--- src/rtl/rns_dot_pkg.sv ---
// Shared types and modular-arithmetic helpers for the RNS dot-product accumulator.
// Latency: n/a (types and pure functions only).
// Backpressure: n/a.
package rns_dot_pkg;

    // Helpers work on a fixed wide word; callers cast to/from their own width.
    localparam int MAX_W = 32;

    typedef struct packed {
        logic valid;
        logic first;
        logic last;
    } tag_t;

    typedef enum logic {
        IDLE = 1'b0,
        ACC  = 1'b1
    } state_e;

    // Single conditional subtract; callers guarantee x < 2*m.
    function automatic logic [MAX_W-1:0] mod_norm(input logic [MAX_W-1:0] x,
                                                  input logic [MAX_W-1:0] m);
        return (x >= m) ? x - m : x;
    endfunction

    // Operands are already reduced (< m), so one subtract brings the sum back into range.
    function automatic logic [MAX_W-1:0] mod_add(input logic [MAX_W-1:0] a,
                                                 input logic [MAX_W-1:0] b,
                                                 input logic [MAX_W-1:0] m);
        logic [MAX_W:0] s;
        s = {1'b0, a} + {1'b0, b};
        if (s >= {1'b0, m})
            s = s - {1'b0, m};
        return s[MAX_W-1:0];
    endfunction

endpackage

--- src/rtl/rns_dot_accum_if.sv ---
// Term/product input and finished-sum output bundle of the RNS dot-product accumulator.
// Latency: n/a (wires only).
// Backpressure: in_ready is credit-based; out_valid/out_ready is a plain handshake.
// master = upstream lane driver plus downstream consumer; slave = rns_dot_accum.
interface rns_dot_accum_if #(
    parameter int DATA_WIDTH = 18
);
    logic                  in_valid;
    logic                  in_first;
    logic                  in_last;
    logic                  in_ready;
    logic [DATA_WIDTH-1:0] prod;
    logic                  out_valid;
    logic                  out_ready;
    logic [DATA_WIDTH-1:0] out_data;
    logic [7:0]            out_terms;
    logic                  err_range;
    logic                  err_seq;

    modport master (
        output in_valid, in_first, in_last, prod, out_ready,
        input  in_ready, out_valid, out_data, out_terms, err_range, err_seq
    );

    modport slave (
        input  in_valid, in_first, in_last, prod, out_ready,
        output in_ready, out_valid, out_data, out_terms, err_range, err_seq
    );
endinterface

--- src/rtl/rns_dot_fifo.sv ---
// Show-ahead synchronous FIFO with occupancy count.
// Latency: a push is visible on head the cycle after it is written.
// Backpressure: none internally; the writer must never push a full queue without a pop.
// Ports: clk/reset, push/push_data, pop, head (0 when empty), count, empty.
module rns_dot_fifo #(
    parameter int WIDTH = 18,
    parameter int DEPTH = 4
) (
    input  logic                   clk,
    input  logic                   reset,
    input  logic                   push,
    input  logic [WIDTH-1:0]       push_data,
    input  logic                   pop,
    output logic [WIDTH-1:0]       head,
    output logic [$clog2(DEPTH):0] count,
    output logic                   empty
);
    localparam int AW = $clog2(DEPTH);
    localparam int CW = AW + 1;

    logic [WIDTH-1:0] mem [DEPTH];
    logic [AW-1:0]    wr_ptr;
    logic [AW-1:0]    rd_ptr;
    logic             full;
    logic             do_pop;
    logic             do_push;

    assign empty   = (count == '0);
    assign full    = (count == CW'(DEPTH));
    assign do_pop  = pop && !empty;
    // A pop in the same cycle frees the slot, so push-at-full is legal then.
    assign do_push = push && (!full || do_pop);
    // Head reads as zero while empty so the output is defined out of reset.
    assign head    = empty ? '0 : mem[rd_ptr];

    always_ff @(posedge clk) begin
        if (reset) begin
            wr_ptr <= '0;
            rd_ptr <= '0;
            count  <= '0;
        end else begin
            if (do_push) wr_ptr <= wr_ptr + 1'b1;
            if (do_pop)  rd_ptr <= rd_ptr + 1'b1;
            count <= count + CW'(do_push) - CW'(do_pop);
        end
    end

    always_ff @(posedge clk) begin
        if (do_push)
            mem[wr_ptr] <= push_data;
    end

    always_ff @(posedge clk) begin
        if (!reset)
            assert (!(push && full && !pop));
    end

endmodule

--- src/rtl/rns_dot_accum.sv ---
// Sums each framed vector of lane products modulo MODULUS and queues finished sums.
// Latency: last term accepted at cycle c -> out_valid at c+MULT_LATENCY+1 (empty queue).
// Backpressure: in_ready withheld unless queue + in-flight lasts leave a free entry.
// Ports: clk, reset (sync, active-high), bus (rns_dot_accum_if.slave).
// Option: RNS_DOT_ACCUM_CNT_EN adds a saturating 8-bit per-vector term count on out_terms.
module rns_dot_accum
    import rns_dot_pkg::*;
#(
    parameter int MODULUS      = 177147,
    parameter int DATA_WIDTH   = 18,
    parameter int MULT_LATENCY = 3,
    parameter int FIFO_DEPTH   = 4
) (
    input  logic            clk,
    input  logic            reset,
    rns_dot_accum_if.slave  bus
);
`ifdef RNS_DOT_ACCUM_CNT_EN
    localparam int QW = DATA_WIDTH + 8;
`else
    localparam int QW = DATA_WIDTH;
`endif
    localparam logic [DATA_WIDTH-1:0] MOD_W = DATA_WIDTH'(MODULUS);

    tag_t                    pipe [MULT_LATENCY];
    tag_t                    tag_out;
    state_e                  state;
    logic [DATA_WIDTH-1:0]   acc;
    logic [DATA_WIDTH-1:0]   t;
    logic [DATA_WIDTH-1:0]   s;
    logic [DATA_WIDTH-1:0]   push_val;
    logic                    start;
    logic                    push;
    logic                    accept;
    logic                    err_range_q;
    logic                    err_seq_q;
    int                      lasts_in_pipe;
    logic [QW-1:0]           push_data;
    logic [QW-1:0]           head;
    logic [$clog2(FIFO_DEPTH):0] fifo_count;
    logic                    fifo_empty;

    // Every last tag in flight will push exactly once, so it already owns a queue slot.
    assign bus.in_ready = !reset && ((int'(fifo_count) + lasts_in_pipe) < FIFO_DEPTH);
    assign accept       = bus.in_valid && bus.in_ready;
    assign tag_out      = pipe[MULT_LATENCY-1];

    always_comb begin
        lasts_in_pipe = 0;
        for (int i = 0; i < MULT_LATENCY; i++)
            if (pipe[i].valid && pipe[i].last)
                lasts_in_pipe = lasts_in_pipe + 1;
    end

    always_ff @(posedge clk) begin
        if (reset) begin
            for (int i = 0; i < MULT_LATENCY; i++)
                pipe[i] <= '0;
        end else begin
            pipe[0] <= tag_t'{valid: accept, first: accept && bus.in_first,
                              last: accept && bus.in_last};
            for (int i = 1; i < MULT_LATENCY; i++)
                pipe[i] <= pipe[i-1];
        end
    end

    always_comb begin
        t = DATA_WIDTH'(mod_norm(MAX_W'(bus.prod), MAX_W'(MOD_W)));
        s = DATA_WIDTH'(mod_add(MAX_W'(acc), MAX_W'(t), MAX_W'(MOD_W)));
        // With no open vector every term restarts the sum, framed or not.
        start    = (state == IDLE) || tag_out.first;
        push_val = start ? t : s;
        push     = tag_out.valid && tag_out.last;
    end

`ifdef RNS_DOT_ACCUM_CNT_EN
    logic [7:0] cnt;
    logic [7:0] cnt_nxt;

    always_comb begin
        cnt_nxt = start ? 8'd1 : ((cnt == 8'hFF) ? cnt : cnt + 8'd1);
    end

    always_ff @(posedge clk) begin
        if (reset)
            cnt <= '0;
        else if (tag_out.valid)
            cnt <= cnt_nxt;
    end

    assign push_data     = {cnt_nxt, push_val};
    assign bus.out_terms = head[QW-1 -: 8];
`else
    assign push_data     = push_val;
    assign bus.out_terms = '0;
`endif

    always_ff @(posedge clk) begin
        if (reset) begin
            state       <= IDLE;
            acc         <= '0;
            err_range_q <= 1'b0;
            err_seq_q   <= 1'b0;
        end else if (tag_out.valid) begin
            acc   <= push_val;
            state <= tag_out.last ? IDLE : ACC;
            if (bus.prod >= MOD_W)
                err_range_q <= 1'b1;
            if ((state == IDLE && !tag_out.first) || (state == ACC && tag_out.first))
                err_seq_q <= 1'b1;
        end
    end

    rns_dot_fifo #(
        .WIDTH (QW),
        .DEPTH (FIFO_DEPTH)
    ) u_fifo (
        .clk       (clk),
        .reset     (reset),
        .push      (push),
        .push_data (push_data),
        .pop       (bus.out_ready),
        .head      (head),
        .count     (fifo_count),
        .empty     (fifo_empty)
    );

    assign bus.out_valid = !fifo_empty;
    assign bus.out_data  = head[DATA_WIDTH-1:0];
    assign bus.err_range = err_range_q;
    assign bus.err_seq   = err_seq_q;

endmodule
--- src/flat_wrapper.sv ---
// flat-port wrapper written by rule: the top's interface ports become plain ports
module rns_dot_accum_flat import rns_dot_pkg::*;
#(
    parameter int MODULUS      = 177147,
    parameter int DATA_WIDTH   = 18,
    parameter int MULT_LATENCY = 3,
    parameter int FIFO_DEPTH   = 4
)
  (clk, reset, bus_in_valid, bus_in_first, bus_in_last, bus_prod, bus_out_ready, bus_in_ready, bus_out_valid, bus_out_data, bus_out_terms, bus_err_range, bus_err_seq);
  rns_dot_accum_if #(.DATA_WIDTH(DATA_WIDTH)) bus_i ();
  input  logic clk;
  input  logic reset;
  input wire logic [$bits(bus_i.in_valid)-1:0] bus_in_valid;
  input wire logic [$bits(bus_i.in_first)-1:0] bus_in_first;
  input wire logic [$bits(bus_i.in_last)-1:0] bus_in_last;
  input wire logic [$bits(bus_i.prod)-1:0] bus_prod;
  input wire logic [$bits(bus_i.out_ready)-1:0] bus_out_ready;
  output wire logic [$bits(bus_i.in_ready)-1:0] bus_in_ready;
  output wire logic [$bits(bus_i.out_valid)-1:0] bus_out_valid;
  output wire logic [$bits(bus_i.out_data)-1:0] bus_out_data;
  output wire logic [$bits(bus_i.out_terms)-1:0] bus_out_terms;
  output wire logic [$bits(bus_i.err_range)-1:0] bus_err_range;
  output wire logic [$bits(bus_i.err_seq)-1:0] bus_err_seq;
  assign bus_i.in_valid = bus_in_valid;
  assign bus_i.in_first = bus_in_first;
  assign bus_i.in_last = bus_in_last;
  assign bus_i.prod = bus_prod;
  assign bus_i.out_ready = bus_out_ready;
  assign bus_in_ready = bus_i.in_ready;
  assign bus_out_valid = bus_i.out_valid;
  assign bus_out_data = bus_i.out_data;
  assign bus_out_terms = bus_i.out_terms;
  assign bus_err_range = bus_i.err_range;
  assign bus_err_seq = bus_i.err_seq;
  rns_dot_accum #(.MODULUS(MODULUS), .DATA_WIDTH(DATA_WIDTH), .MULT_LATENCY(MULT_LATENCY), .FIFO_DEPTH(FIFO_DEPTH)) u_core (.clk(clk), .reset(reset), .bus(bus_i));
endmodule
--- config.mk ---
export PLATFORM = sky130hd
export DESIGN_NAME = rns_dot_accum_flat
export DESIGN_NICKNAME = d
export VERILOG_FILES = /design/src/rtl/rns_dot_pkg.sv /design/src/rtl/rns_dot_accum_if.sv /design/src/rtl/rns_dot_fifo.sv /design/src/rtl/rns_dot_accum.sv /design/src/flat_wrapper.sv
export SDC_FILE = /design/constraint.sdc
export NUM_CORES = 1
export LEC_CHECK = 0
export CORE_MARGIN = 3
export CORE_UTILIZATION = 45
export CTS_BUF_LIST = sky130_fd_sc_hd__clkbuf_16
export CTS_CLUSTER_SIZE = 20
export DETAILED_ROUTE_END_ITERATION = 8
export PLACE_DENSITY = 0.74
export SLEW_MARGIN = 20
export SYNTH_ARGS = -nofsm -noshare
export SYNTH_HDL_FRONTEND = slang
export SYNTH_SLANG_ARGS = --single-unit
--- constraint.sdc ---
create_clock -name clk -period 6.5 [get_ports clk]
set_clock_uncertainty 0.1 [all_clocks]
set_input_delay 1.3 -clock clk [delete_from_list [all_inputs] [get_ports clk]]
set_output_delay 1.3 -clock clk [all_outputs]
set_load 0.02 [all_outputs]
Word-level counts from Yosys, hierarchy flattened
Memory sizes are Yosys's and may differ from the RTL's. A register that Yosys moved wholly into a read port is not among the register bits.
Cells that the tools add are included.

word-level totals
  register bits = 28
  latch bits = 0
  memory bits (writable) = 81
  bits in read-only memories = 0
  bits of input ports = 24
  output and inout bits = 30
  word-level logic and storage cells = 67
  memories = 2

operators by class
  add/subtract/negate cells = 10
  multipliers = 0
  divide/modulo/power cells = 0
  order comparisons = 4
  eq/ne operators = 1
  shifts and indexed selects = 0
  multiplexer cells = 18
  bitwise logic cells = 4
  reduce and logical (&&, ||, !) cells = 21

memories
  memory             words  bits a word  rd ports  clocked after Yosys merged registers in  wr ports  line                 source
  u_core.u_fifo.mem  4      18           1         1                                        1         rns_dot_fifo.sv:21   logic [WIDTH-1:0] mem [DEPTH];
  u_core.pipe        3      3            3         0                                        3         rns_dot_accum.sv:25  tag_t pipe [MULT_LATENCY];

operators by type and width
  cell                                                    number
  2-to-1 mux 18 bit                                       4
  2-to-1 mux 32 bit                                       2
  >= comparator 18 bit (second input constant)            2
  subtractor 18 bit (second input constant)               2
  adder 32 x 2 -> 32 bit (second input constant)          1
  adder 4 x 32 -> 32 bit                                  1
  < comparator 32 x 4 -> 1 bit (second input constant)    1
  adder 18 x 18 -> 19 bit                                 1
  >= comparator 19 x 18 -> 1 bit (second input constant)  1
  logical AND 1 bit                                       11
  2-to-1 mux 3 bit                                        3
  2-to-1 mux 1 bit                                        7
  adder 2 x 1 -> 2 bit (second input constant)            2
  zero test 1 bit                                         4
  2-to-1 mux 2 bit                                        2
  AND reduction 2 bit                                     2
  adder 3 x 1 -> 3 bit                                    1
  equality test 3 bit (second input constant)             1
  zero test 3 bit                                         1
  logical OR 1 bit                                        3
  OR 1 bit                                                3
  subtractor 3 x 1 -> 3 bit                               1
  adder 1 x 1 -> 2 bit (second input constant)            1
  inverter 1 bit                                          1

Logic depth before layout (Yosys ltp)
Gate-level depths: netlist of run 1.
An unclocked memory read counts as a cell.

  word-level depth = 13
  depth in mapped cells = 23
  depth with buffers taken out = 22

By module
Synthesis of run 1 repeated with hierarchy kept, for this count alone.

second synthesis, totals
  cells, all modules = 614
  area total of the unflattened synthesis = 6631.4 um2

by module, submodules not included
  module         times used  cells each  area an instance (um2)  seq. area each (um2)
  rns_dot_accum  1           450         3367.0                  600.6
  rns_dot_fifo   1           164         3264.4                  2342.2

Worst setup path after synthesis of run 1
No wires, ideal clock.

  kind = input to register
  start = input port bus_prod[0]
  end = memory u_core.u_fifo.mem[0][1], data pin
  library setup time = 0.273 ns
  arrival = 5.729 ns
  setup slack = 0.398 ns
  cell stages on the path = 19
  cells stage by stage = ha_1 > nor2_1 > o41ai_1 > nor2b_1 > o21a_1 > o21ai_0 > xnor2_1 > ha_1 > fa_1 > a211oi_2 > o31ai_4 > a211oi_1 > nor4b_2 > o2111ai_2 > a21boi_4 > or2_2 > and2_1 > a211oi_1 > nor2_1

between the ends
  word-level cells in the longest chain between the ends = 6

ends and longest elaborated chain
  what                                                                        line                                  source
  start, declared                                                             flat_wrapper.sv:16                    input wire logic [$bits(bus_i.prod)-1:0] bus_prod;
  subtractor 18 bit / >= comparator 18 bit (equally long branches)            rns_dot_pkg.sv:23                     return (x >= m) ? x - m : x;
  2-to-1 mux 18 bit *                                                         rns_dot_pkg.sv:23
  adder 18 x 18 -> 19 bit                                                     rns_dot_pkg.sv:31                     s = {1'b0, a} + {1'b0, b};
  subtractor 18 bit / >= comparator 19 x 18 -> 1 bit (equally long branches)  rns_dot_pkg.sv:33, rns_dot_pkg.sv:32
  2-to-1 mux 18 bit                                                           rns_dot_pkg.sv:32                     if (s >= {1'b0, m})
  2-to-1 mux 18 bit *                                                         rns_dot_accum.sv:72                   push_val = start ? t : s;
  via u_core.push_data[1]                                                     rns_dot_accum.sv:38                   logic [QW-1:0] push_data;
  end, declared                                                               rns_dot_fifo.sv:21

Mark *: on every way through the listed nets, which the timed path passes. The rest lies on a longest branch.

Worst setup path in the final report of run 1
  start = input port bus_prod[6]
  end = memory u_core.u_fifo.mem[1][7], data pin

Same word-level chain as after synthesis.

==> results of run 1 <==
-- metal layers --
metal / wire length (um) / share of wire [%]
met1: 7440 / 44
met2: 8390 / 49
met3: 812 / 4.8
met4: 437 / 2.6
met5: 0 / 0
-- critical path, cell delays in order --
cell and delay [ns]:
clkdlybuf4s50_1 0.47, nand4_1 0.20, o41ai_2 0.39, nor2b_2 0.23
o21a_1 0.15, o21ai_2 0.09, buf_6 0.14, xnor2_2 0.13
ha_2 0.21, fa_2 0.40, a211oi_4 0.38, o31ai_4 0.17
buf_4 0.16, nor2_1 0.09, a211oi_1 0.06, buf_4 0.15
nor4b_2 0.20, buf_4 0.17, o2111ai_4 0.13, a21boi_4 0.29
buf_6 0.14, buf_4 0.10, o21bai_1 0.07, xnor2_1 0.13
mux2_4 0.31
-- layout make-up --
| cell class | count | share of cell area (%) |
|---|---|---|
| Clock buffer | 10 | 2.92 |
| Clock inverter | 6 | 0.790 |
| Inverter | 14 | 0.614 |
| Multi-Input combinational cell | 458 | 41.7 |
| Sequential cell | 111 | 34.4 |
| Tap cell | 176 | 2.57 |
| Timing Repair Buffer | 176 | 17.0 |
-- Yosys cell counts (3+ instances only) --
library cell | instances | area share, %
edfxtp_1 | 72 | 34
nor2_1 | 68 | 4.0
nand2_1 | 51 | 3.0
dfxtp_1 | 39 | 12
a21oi_1 | 33 | 2.6
ha_1 | 30 | 5.9
o21ai_0 | 28 | 2.2
and2_1 | 25 | 2.4
xnor2_1 | 25 | 3.4
xor2_1 | 20 | 2.7
mux4_2 | 18 | 6.3
o21a_1 | 15 | 1.8
inv_1 | 14 | 0.82
clkbuf_1 | 13 | 0.76
nor3_1 | 13 | 1.0
buf_4 | 11 | 1.3
a21o_1 | 10 | 1.2
nand3_1 | 10 | 0.78
nor2b_1 | 10 | 0.98
nor3b_1 | 8 | 0.94
and3_1 | 6 | 0.59
o211ai_1 | 6 | 0.70
a31oi_1 | 5 | 0.49
or2_2 | 5 | 0.49
a211oi_1 | 4 | 0.47
mux2i_1 | 4 | 0.63
o21ai_1 | 4 | 0.31
o21bai_1 | 4 | 0.47
o32ai_1 | 4 | 0.55
nor4_1 | 3 | 0.29
or3_1 | 3 | 0.29
-- stage by stage --
stage | hold slack [ns] | cells | total power, W | util (%) | area [um^2]
4_1_cts | 0.343 | 944 | 0.00223 | 61.1 | 8280
2_1_floorplan | 0.314 | 612 | 0.00130 | - | 6420
3_5_place_dp | 0.324 | 917 | 0.00165 | 57.3 | 7770
5_1_grt | 0.371 | 951 | 0.00236 | 63.1 | 8560
3_3_place_gp | 0.319 | 917 | 0.00162 | 57.3 | 7770
6_report | 0.341 | 951 | 0.00225 | 63.1 | 8560
-- final timing paths --
check	start	to	slack (ns)	cells past startpoint
setup / recovery	bus_prod[6]	u_core.u_fifo.mem[1][7]	0.20	25
hold / removal	u_core.pipe[0][4]	u_core.pipe[0][7]	0.34	1
setup reg to reg	u_core.acc[0]	u_core.u_fifo.mem[1][7]	2.67	17
hold reg to reg	u_core.pipe[0][4]	u_core.pipe[0][7]	0.34	1
-- registers in the layout (all words and copies together), names as in the netlist, named ones only --
name / count
u_core.u_fifo.rd_ptr: 2
u_core.u_fifo.mem: 72
u_core.acc: 18
u_core.u_fifo.count: 3
u_core.pipe: 9
u_core.bus.err_seq: 1
u_core.state: 1
u_core.bus.err_range: 1
u_core.u_fifo.wr_ptr: 2
-- power breakdown --
group / internal (W) / switching [W]
clock network: 0.000296 / 0.000270
logic: 0.000431 / 0.000436
registers: 0.000783 / 0.0000300
-- what timing repair did --
action | 4_1_cts | 5_1_grt
setup endpoints to repair | 89 | 85
resized for setup | 28 | 49
pin swaps | 17 | 30
hold buffers | 0 | 0
buffers inserted | 11 | 7
-- cells by family (layout without fill, tap and decap cells) --
family	count (synthesis)	after routing	share of synthesized area [%]
mux	23	23	7.15
xor+xnor	45	45	6.17
simple gates	215	215	16.5
buf+inv	43	206	3.33
other cells	1	8	0.0587
fa+ha+maj	32	32	6.50
flops	111	111	46.1
compound gates	135	135	14.3
==> summary.md, run 1 <==
| Metric | Value |
|---|---|
| EDFF count, synth | 72 |
| Die width | 125 um |
| Vias | 5299 |
| Clk_lat worst skew | 0.35 ns |
| Worst setup margin | 0.202 ns |
| Share of cells above drive strength 1 | 29.8% |
| CTS H-tree lvls | 3 |
| Vias per std cell | 5.57 |
| Worst Tran Pin Value | 0.989 ns |
| Setup crit start kind | input pin |
| Seq cells post-synth | 111 |
| Worst Setup End Kind | flip-flop |
| Hpwl dp | 12.5 mm |
| Register area share after synthesis | 46.1% |
| Diodes inserted | 0 |
| Required @ worst endpoint | 6.48 ns |
| Status | finished, final reports clean |
| Final worst-path cycle share | 96.9% |
| Worst Path Max Fanout | 6 |
| Final TNS setup | 0 ns |
| CTS clock-pin slew for the worst setup and hold paths | 0.08 ns |
| Place WS | -0.795 ns |
| Die Area | 0.0157 mm^2 |
| Met2 usage | 35.7% |
| Largest net degree at the start of global routing | 41 |
| Core area | 0.0136 mm^2 |
| FILL cells | 1048 |
| PortBufs | 45 |
| Final hold vios | 0 |
| Max-Cap Viols | 0 |
| ANT nets after route | 0 |
| Syn avg cell area | 10.6 um^2 |
| Syn-to-layout area delta | 33.9% |
| TritonCTS clock tree | built |
| Vias in the first global route | 5238 |
| CTS sink count | 111 |
| Area taken by multi-input logic gates | 0.00357 mm^2 |
| Post-Syn Area | 0.00639 mm^2 |
| Leakage | 3.36 nW |
| Yosys warnings | 0 |
| Post-synthesis cell type count | 66 |
| F_max | 0.159 GHz |
| RSZ-0062 raised after global routing | yes |
| IO Pins | 54 |
| Critical path data arrival time | 6.28 ns |
| GPL Wtd Cong | 0.915 |
| Cell Pwr Density | 263 mW/mm^2 |
| Initial antenna violation count | 0 |
| Num CTS Buffers | 9 |
| Root buffer cell | clkbuf_16 |
| Met3 GRT Util | 3.11% |
| Remaining Overflow, GRT | 0 |
| Post-synth ARST share | 0% |
| Slew Limit Fails | 0 |
| Total Routing Usage GR | 21.3% |
| Final wirelength | 17.1 mm |
| Commonest cells after routing, fill and taps aside | 128 x buf_4, 72 x edfxtp_1, 64 x nor2_1 |
| # DRC | 0 |
| Initial core utilization | 47.1% |
| Cells after synthesis | 605 |
| # rows | 42 |
| DRT iter0 DRCs | 469 |
| Finish-stage setup viols | 0 |
| Clk buf depth | 2 |
| Main flop type after synthesis | edfxtp_1 |
| Busiest grt layer | met2 |
| Nets | 826 |
| Worst hold path class | flip-flop to flip-flop |
| Slew margin rel. | 34.0% |
| Wire per inst | 17.9 um |
| First-pass iteration count of the detailed router | 5 |
| Global routing usage on met1 | 28.6% |
| Die height | 125 um |
| Most common library cell in the layout ignoring fill and taps | buf_4 |
| Worst vdd ir | 137 uV |
| Worst Path Class, Setup | input pin to flip-flop |
| Register area | 0.00294 mm^2 |
| First-pass GRT wire length | 27.0 mm |
| Tmin final | 6.30 ns |
(Power assumes the default switching activity.)
==> run 2, diff against run 1 <==
CORE_UTILIZATION = 25   (was 45)
PLACE_DENSITY = 0.5   (was 0.74)
==> summary.md, run 2 (synthesis results as in run 1) <==
| Metric | Value |
|---|---|
| Slew Limit Fails | 0 |
| CP bufs+invs | 3 |
| Commonest cells after routing, fill and taps aside | 136 x buf_4, 72 x edfxtp_1, 61 x nor2_1 |
| Vias per std cell | 4.51 |
| Status | finished, final reports clean |
| Vias | 4990 |
| Hpwl dp | 13.1 mm |
| Place WS | -0.512 ns |
| Total Routing Usage GR | 12.0% |
| Worst path slowest cell | clkdlybuf4s50_1 |
| Worst hold slack | 0.340 ns |
| CTS sink count | 111 |
| CP peak stage delay | 0.49 ns |
| Core area | 0.0247 mm^2 |
| Worst path top cell family by delay | compound AO/OA/AOI/OAI gates |
| CTS H-tree lvls | 3 |
| GPL Wtd Cong | 0.890 |
| Most common library cell in the layout ignoring fill and taps | buf_4 |
| Die Area | 0.0275 mm^2 |
| Biggest register | u_core.u_fifo.mem |
| Remaining Overflow, GRT | 0 |
| Slew margin rel. | 35.4% |
| IO Pins | 54 |
| Die width | 166 um |
| TritonCTS clock tree | built |
| RSZ-0062 raised after global routing | yes |
| First-pass iteration count of the detailed router | 5 |
| Nets | 833 |
| Cell Pwr Density | 254 mW/mm^2 |
| Final TNS setup | 0 ns |
| Power Total | 0.00223 W |
| Worst Tran Pin Value | 0.969 ns |
| Clk buf depth | 2 |
| Required @ worst endpoint | 6.48 ns |
| CTS clock-pin slew for the worst setup and hold paths | 0.07 ns |
| PortBufs | 45 |
| DRT iter0 DRCs | 246 |
| ANT nets after route | 0 |
| Worst Path Max Fanout | 7 |
| Initial core utilization | 25.8% |
| Final wirelength | 17.0 mm |
| Final hold vios | 0 |
| Fin cells | 1106 |
| Syn-to-layout area delta | 37.6% |
| Worst hold path class | flip-flop to flip-flop |
| Worst Setup End Kind | flip-flop |
| Root buffer cell | clkbuf_16 |
| Share of cells above drive strength 1 | 31.1% |
| Largest net degree at the start of global routing | 40 |
| # DRC | 0 |
| Worst vdd ir | 170 uV |
| Clk_lat worst skew | 0.34 ns |
| Initial antenna violation count | 0 |
| Num CTS Buffers | 9 |
| Largest regs | u_core.u_fifo.mem x72, u_core.acc x18, u_core.pipe x9 |
| Wire per inst | 15.4 um |
| Die height | 166 um |
| Worst Path Class, Setup | input pin to flip-flop |
| FILL cells | 2477 |
| First-pass GRT wire length | 26.5 mm |
| Tmin final | 6.28 ns |
| Critical path data arrival time | 6.26 ns |
| # rows | 57 |
| Finish-stage setup viols | 0 |
| Dpl cells | 1077 |
| F_max | 0.159 GHz |
| Critical path cell sequence | clkdlybuf4s50_1, ha_2, nor2_1, o41ai_2, nor2b_2, o21a_1, buf_4, o21a_1, and2_4, nand3_1, xnor2_2, ha_2, nand2_2, o31ai_4, xor2_2, o2111ai_2, nor4b_4, o2111ai_2, a21boi_4, buf_4, o21bai_1, xnor2_1, mux2_2 |
| Diodes inserted | 0 |
| Vias in the first global route | 4878 |
| Worst setup margin | 0.218 ns |
| Max reg flops | 72 |
| Leakage | 3.37 nW |
| Setup crit start kind | input pin |
| Max-Cap Viols | 0 |
| Final worst-path cycle share | 96.7% |
## run 2: cell types whose count changed in the layout (fill, tap and decap cells not counted), moves of 3 or more
cell / delta
buf_4: +8
clkdlybuf4s50_1: +5
dlymetal6s2s_1: -4
nor2_2: +4
inv_6: -3
nor2_1: -3
o21ai_0: -3
o21ai_1: +3
## run 2: metrics by stage
step,utilization [%],instance area [um^2]
after floorplan,-,6420
after global placement,32.5,8050
after detailed placement,32.5,8050
after CTS,33.9,8380
after global routing,35.5,8790
final,35.5,8790
## run 2: repair_timing
item / in CTS / in global routing
setup endpoints to repair: 64 / 90
buffers inserted: 0 / 13
resized for setup: 7 / 70
hold buffers: 0 / 0
pin swaps: 1 / 31
## run 2: path summary, 6_finish.rpt
kind / startpoint / to / slack [ns] / cells after the start
worst min register to register: u_core.pipe[0][1] / u_core.pipe[0][4] / 0.34 / 1
worst max register to register: u_core.acc[0] / u_core.u_fifo.mem[3][7] / 2.80 / 13
worst max-delay path: bus_prod[1] / u_core.u_fifo.mem[3][7] / 0.22 / 23
worst min-delay path: u_core.pipe[0][1] / u_core.pipe[0][4] / 0.34 / 1
## run 2: area by class of cell
| type | count | area [um^2] | area share [%] |
|---|---|---|---|
| inverter | 14 | 52.6 | 0.598 |
| tap | 324 | 405 | 4.61 |
| timing repair buffer | 183 | 1490 | 17.0 |
| clock buffer | 9 | 225 | 2.56 |
| clock inverter | 7 | 77.6 | 0.882 |
| multi-input combinational | 458 | 3600 | 40.9 |
| sequential | 111 | 2940 | 33.5 |
## run 2: power by group
group / internal, W / switching (W)
logic: 0.000435 / 0.000427
clock network: 0.000304 / 0.000252
registers: 0.000783 / 0.0000294
## run 2: per-layer routing
metal / vias to the layer above / routed length (um) / global-route usage [%]
li1: 2535 / - / -
met1: 2344 / 8000 / 16.5
met2: 88 / 8090 / 19.5
met3: 23 / 446 / 1.07
met4: 0 / 480 / 4.85
met5: - / 0 / 0
